`src/rtl/case_match_seq_pkg.sv`:
```
// Shared types and the case-item table for case_match_sequencer.
// The table is walked in index order; the lowest matching index wins.
package case_match_seq_pkg;

  localparam int unsigned CSQ_W      = 4;
  localparam int unsigned CSQ_OW     = 32;
  localparam int unsigned CSQ_NITEMS = 2;

  typedef enum logic [1:0] {
    CSQ_IDLE,
    CSQ_EVAL,
    CSQ_DONE
  } csq_state_e;

  typedef enum logic {
    KIND_POSTINC,
    KIND_CONST
  } csq_kind_e;

  typedef struct packed {
    csq_kind_e           kind;
    logic [CSQ_W-1:0]    value;
    logic [CSQ_OW-1:0]   answer;
  } csq_item_t;

  // item0: case (tmp++) -> 1 ; item1: case (0) -> 2
  localparam csq_item_t CSQ_ITEMS [CSQ_NITEMS] = '{
    '{kind: KIND_POSTINC, value: '0, answer: 32'd1},
    '{kind: KIND_CONST,   value: '0, answer: 32'd2}
  };

endpackage

```
`src/rtl/case_match_sequencer_item_eval.sv`:
```
// Combinational evaluation of a single case item against selector a.
// POSTINC items compare against the pre-increment tmp and advance it.
module csq_item_eval
  import case_match_seq_pkg::*;
#(
  parameter int unsigned W = CSQ_W
) (
  input  csq_item_t      item,
  input  logic [W-1:0]   a,
  input  logic [W-1:0]   tmp,
  output logic           hit,
  output logic [W-1:0]   next_tmp
);

  // The answer field is consumed by the sequencer, not here.
  logic unused_answer;
  assign unused_answer = ^item.answer;

  always_comb begin
    hit      = 1'b0;
    next_tmp = tmp;
    if (item.kind == KIND_POSTINC) begin
      hit      = (a == tmp);
      next_tmp = tmp + W'(1);
    end else begin
      hit      = (a == W'(item.value));
    end
  end

endmodule

```
`src/rtl/case_match_sequencer.sv`:
```
// Priority case engine: one item per cycle, stops at first match.
// Optional CASE_MATCH_SEQ_TMP_OUT_EN exposes the final tmp on rsp_tmp.
module case_match_sequencer
  import case_match_seq_pkg::*;
#(
  parameter int unsigned NITEMS = CSQ_NITEMS,
  parameter int unsigned W      = CSQ_W,
  parameter int unsigned OW     = CSQ_OW
) (
  input  logic          clk,
  input  logic          rst,
  input  logic          req_valid,
  output logic          req_ready,
  input  logic [W-1:0]  req_a,
  input  logic [W-1:0]  req_b,
  output logic          rsp_valid,
  input  logic          rsp_ready,
  output logic [OW-1:0] rsp_out,
  output logic          rsp_hit
`ifdef CASE_MATCH_SEQ_TMP_OUT_EN
  ,
  output logic [W-1:0]  rsp_tmp
`endif
);

  localparam int unsigned IW = (NITEMS > 1) ? $clog2(NITEMS) : 1;

  csq_state_e     state_q, state_d;
  logic [W-1:0]   a_q, a_d;
  logic [W-1:0]   tmp_q, tmp_d;
  logic [IW-1:0]  idx_q, idx_d;
  logic           req_ready_d;
  logic           rsp_valid_d;
  logic [OW-1:0]  rsp_out_d;
  logic           rsp_hit_d;

  csq_item_t      cur_item;
  logic           item_hit;
  logic [W-1:0]   item_next_tmp;

  assign cur_item = CSQ_ITEMS[idx_q];

  csq_item_eval #(
    .W (W)
  ) u_item_eval (
    .item     (cur_item),
    .a        (a_q),
    .tmp      (tmp_q),
    .hit      (item_hit),
    .next_tmp (item_next_tmp)
  );

`ifdef CASE_MATCH_SEQ_TMP_OUT_EN
  // tmp_q already holds the post-evaluation value while in DONE.
  assign rsp_tmp = tmp_q;
`endif

  always_ff @(posedge clk or posedge rst) begin
    if (rst) begin
      state_q   <= CSQ_IDLE;
      a_q       <= '0;
      tmp_q     <= '0;
      idx_q     <= '0;
      req_ready <= 1'b1;
      rsp_valid <= 1'b0;
      rsp_out   <= '0;
      rsp_hit   <= 1'b0;
    end else begin
      state_q   <= state_d;
      a_q       <= a_d;
      tmp_q     <= tmp_d;
      idx_q     <= idx_d;
      req_ready <= req_ready_d;
      rsp_valid <= rsp_valid_d;
      rsp_out   <= rsp_out_d;
      rsp_hit   <= rsp_hit_d;
    end
  end

  always_comb begin
    state_d     = state_q;
    a_d         = a_q;
    tmp_d       = tmp_q;
    idx_d       = idx_q;
    req_ready_d = req_ready;
    rsp_valid_d = rsp_valid;
    rsp_out_d   = rsp_out;
    rsp_hit_d   = rsp_hit;

    unique case (state_q)
      CSQ_IDLE: begin
        if (req_valid && req_ready) begin
          a_d         = req_a;
          tmp_d       = req_b;
          idx_d       = '0;
          req_ready_d = 1'b0;
          state_d     = CSQ_EVAL;
        end
      end

      CSQ_EVAL: begin
        // Side effect applies only to items actually evaluated.
        tmp_d = item_next_tmp;
        if (item_hit) begin
          rsp_out_d   = OW'(cur_item.answer);
          rsp_hit_d   = 1'b1;
          rsp_valid_d = 1'b1;
          state_d     = CSQ_DONE;
        end else if (idx_q == IW'(NITEMS - 1)) begin
          rsp_out_d   = '0;
          rsp_hit_d   = 1'b0;
          rsp_valid_d = 1'b1;
          state_d     = CSQ_DONE;
        end else begin
          idx_d = idx_q + IW'(1);
        end
      end

      CSQ_DONE: begin
        if (rsp_ready) begin
          rsp_valid_d = 1'b0;
          req_ready_d = 1'b1;
          state_d     = CSQ_IDLE;
        end
      end

      default: begin
        state_d     = CSQ_IDLE;
        req_ready_d = 1'b1;
        rsp_valid_d = 1'b0;
      end
    endcase
  end

endmodule

```
`config.mk`:
```
export PLATFORM = sky130hd
export DESIGN_NAME = case_match_sequencer
export DESIGN_NICKNAME = d
export VERILOG_FILES = /design/src/rtl/case_match_seq_pkg.sv /design/src/rtl/case_match_sequencer_item_eval.sv /design/src/rtl/case_match_sequencer.sv
export SDC_FILE = /design/constraint.sdc
export NUM_CORES = 1
export LEC_CHECK = 0
export ABC_AREA = 1
export BUFFER_PORTS_ARGS = -buffer_cell sky130_fd_sc_hd__buf_4
export CAP_MARGIN = 20
export CORE_UTILIZATION = 47
export DETAILED_ROUTE_END_ITERATION = 10
export GPL_TIMING_DRIVEN = 0
export MAX_ROUTING_LAYER = met4
export PLACE_DENSITY = 0.77
export SYNTH_ARGS = -nofsm -noshare
export SYNTH_HDL_FRONTEND = slang
export SYNTH_SLANG_ARGS = --single-unit
```
`constraint.sdc`:
```
create_clock -name clk -period 1.5 [get_ports clk]
set_input_delay 0.225 -clock clk [delete_from_list [all_inputs] [get_ports clk]]
set_output_delay 0.225 -clock clk [all_outputs]
set_load 0.02 [all_outputs]
```
==> results.json <==
{
  "fin_crit_ns": 1.36,
  "status": "complete, no violations",
  "hold_viol_final": 0,
  "final_cells": 212,
  "hold_buffers": 0,
  "path_buf_inv": 0,
  "clock-skew-final_ns": 0.00264,
  "rows": 17,
  "multiInputGateArea_um2": 509,
  "irDropWorstVdd_uv": 768,
  "cts.sinks": 16,
  "grt_start_max_net_pins": 17,
  "dr_total_vias": 854,
  "cts_tree": "done",
  "drv_cap": 0,
  "gp_congestion": 0.761,
  "final_max_slew_viol_count": 0,
  "synth_cell_types": 27,
  "syn_avg_cell_area_um2": 8.03,
  "drive_above_1_share": 0.348,
  "start_util": 0.495,
  "firstDrtPassIters": 3,
  "postCtsSetupBuffers": 0,
  "antenna_found_initial": 0,
  "grt_usage": 0.161,
  "overflow": 0,
  "wl_per_cell_um": 8.37,
  "cts_root_buf": "clkbuf_4",
  "synthCells": 135,
  "ys_seq_area_frac": 0.371,
  "grt_pass1_wl_um": 2990,
  "clkTransAtPathRegs_ns": 0.10,
  "syn_to_final_growth_pct": 26.8,
  "die-area_um2": 2500,
  "worstPathArrival_ns": 1.53,
  "max_clock_freq_mhz": 735,
  "yosysTopAreaCell": "dfrtp_1",
  "reg2reg_slack_ns": 0.14,
  "worst_slew_pin_slew_ns": 0.604,
  "yosys_warnings": 0,
  "drt_iter0_markers": 8,
  "insertedDiodeCount": 0,
  "reg2regPathDepth": 4,
  "post_cts_resized": 0,
  "ant_nets": 0,
  "synth_seq_cells": 16,
  "rsz0062_at_grt": "false",
  "cellLeakagePower_uw": 0.000811,
  "cp_max_fo": 7,
  "viasPerCell": 4.03,
  "setup_violations": 0,
  "core_area_um2": 2190,
  "crit_type": "register to register",
  "dp.cells": 208,
  "finalWirelength_um": 1780,
  "synth_top_cell_area_share": 0.346,
  "nNetsFinal": 198,
  "htreeDepth": 1,
  "r2r-start": "state_q[1]$_DFFE_PP0P_",
  "io_pins": 47,
  "die_w_um": 50.0,
  "cts_buffers": 3,
  "first_global_vias": 744,
  "relSlewSlack": 0.597,
  "power_density_nw_per_um2": 1630,
  "fillCellCount": 201,
  "port_buffers": 16,
  "cp-end-kind": "register",
  "crit_slowest_cell": "dfrtp_1",
  "crit_path_start_kind": "register",
  "drc_errors": 0,
  "yosys-top-cells-area": "dfrtp_1, buf_4, nand2_1",
  "clock_path_buffers": 2,
  "cp.required_ns": 1.67,
  "r2r_end": "tmp_q[0]$_DFFE_PP0P_",
  "dp_hpwl_um": 1440,
  "die_h_um": 50.0,
  "cp_top_family": "flip-flops",
  "setup_tns_ns": 0,
  "seqCellArea_um2": 402,
  "critPathMaxStageDelay_ns": 0.48,
  "hold_class": "primary input to asynchronous set/reset pin",
  "netlist_area_um2": 1080,
  "clkLatencyLatePin_ns": 0.28,
  "fin_crit_sh": 0.908,
  "path_cells": "nor2_2 > nand3_4 > nand2_4 > mux2_4"
}
logic make-up (layout without fill, tap and decap cells):
logic type	after synthesis	in the layout	synth area share
xor gates and xnor gates	2	2	0.0162
other	1	30	0.00346
AOI/OAI and AO/OA	10	10	0.0508
and+or+nand+nor	61	61	0.274
buffers and inverters	43	63	0.260
adders and majority gates	1	1	0.0115
DFF	16	16	0.371
muxes	1	1	0.0139
cells in the final DEF (no fill, tap or decap):
cell type  netlist  final
buf_4           30     46
nand2_1         40     40
conb_1           1     30
dfrtp_1         15     15
inv_1            8      8
nor2_1           6      6
nand3_1          5      5
o21ai_0          5      5
inv_2            4      4
nor2_2           3      3
clkbuf_4         0      3
nand3b_1         2      2
buf_6            1      1
nor2_8           1      1
nand3_2          1      1
nand2_2          1      1
nand3_4          1      1
nand2_4          1      1
xor2_1           1      1
o22ai_1          1      1
o21ai_1          1      1
mux2_4           1      1
a31oi_1          1      1
xnor2_1          1      1
o211ai_1         1      1
a21oi_1          1      1
ha_1             1      1
clkbuf_1         0      1
dfstp_2          1      1
how the worst max path moves through the flow:
stage,startpoint,end,slack [ns],cells after the start
final,state_q[1]$_DFFE_PP0P_,tmp_q[0]$_DFFE_PP0P_,0.14,4
after global routing,idx_q$_DFFE_PP0P_,rsp_valid$_DFFE_PP0P_,0.04,11
after CTS,state_q[1]$_DFFE_PP0P_,tmp_q[0]$_DFFE_PP0P_,0.13,4
after detailed placement,state_q[1]$_DFFE_PP0P_,tmp_q[0]$_DFFE_PP0P_,0.15,4
after global placement,state_q[1]$_DFFE_PP0P_,tmp_q[0]$_DFFE_PP0P_,0.17,4
after floorplan,state_q[1]$_DFFE_PP0P_,tmp_q[0]$_DFFE_PP0P_,0.24,4
final cells by class:
type,count,area share
plain buffers,31,0.172
clock buffers,4,0.0191
inverters,12,0.0328
multi-input cells,105,0.371
flip-flops and latches,16,0.292
well taps,28,0.0255
repair buffers,16,0.0874
per-layer routing:
| metal | wire length (µm) | vias to the layer above | GRT usage |
|---|---|---|---|
| met5 | 0 | - | - |
| met4 | 11 | 0 | 0.0429 |
| met3 | 67 | 2 | 0.0370 |
| met2 | 911 | 21 | 0.282 |
| met1 | 785 | 374 | 0.182 |
| li1 | - | 457 | - |
sequential cells by signal, indices dropped and copies added (netlist names):
register	flops
rsp_out	2
state_q	2
a_q	4
req_ready	1
rsp_hit	1
tmp_q	4
idx_q	1
rsp_valid	1
worst register-to-register path: stages, from the launching register on:
cell	delay, ns
dfrtp_1	0.48
nor2_2	0.21
nand3_4	0.15
nand2_4	0.12
mux2_4	0.30
metrics by stage:
stage | total power, µW | hold slack (ns) | utilization | instance area (µm²) | worst slack, ns
3_5_place_dp | 2000 | 0.332 | 0.615 | 1350 | 0.150
3_3_place_gp | 1970 | 0.329 | 0.615 | 1350 | 0.170
5_1_grt | 2440 | 0.0566 | 0.627 | 1370 | 0.0405
4_1_cts | 2240 | 0.0333 | 0.627 | 1370 | 0.130
6_report | 2230 | 0.00925 | 0.627 | 1370 | 0.139
2_1_floorplan | 1740 | 0.138 | - | 1190 | 0.243
power breakdown:
| part | switching, µW | internal (µW) | leakage, µW |
|---|---|---|---|
| combinational | 667 | 498 | 0.000599 |
| sequential | 187 | 642 | 0.000197 |
| clock | 136 | 103 | 0.0000150 |
Yosys cell counts:
cell type  count
a21oi_1        1
a31oi_1        1
buf_4         30
buf_6          1
conb_1         1
dfrtp_1       15
dfstp_2        1
ha_1           1
inv_1          8
inv_2          4
mux2_4         1
nand2_1       40
nand2_2        1
nand2_4        1
nand3_1        5
nand3_2        1
nand3_4        1
nand3b_1       2
nor2_1         6
nor2_2         3
nor2_8         1
o211ai_1       1
o21ai_0        5
o21ai_1        1
o22ai_1        1
xnor2_1        1
xor2_1         1
No activity file was read; power rests on OpenSTA's default activity.
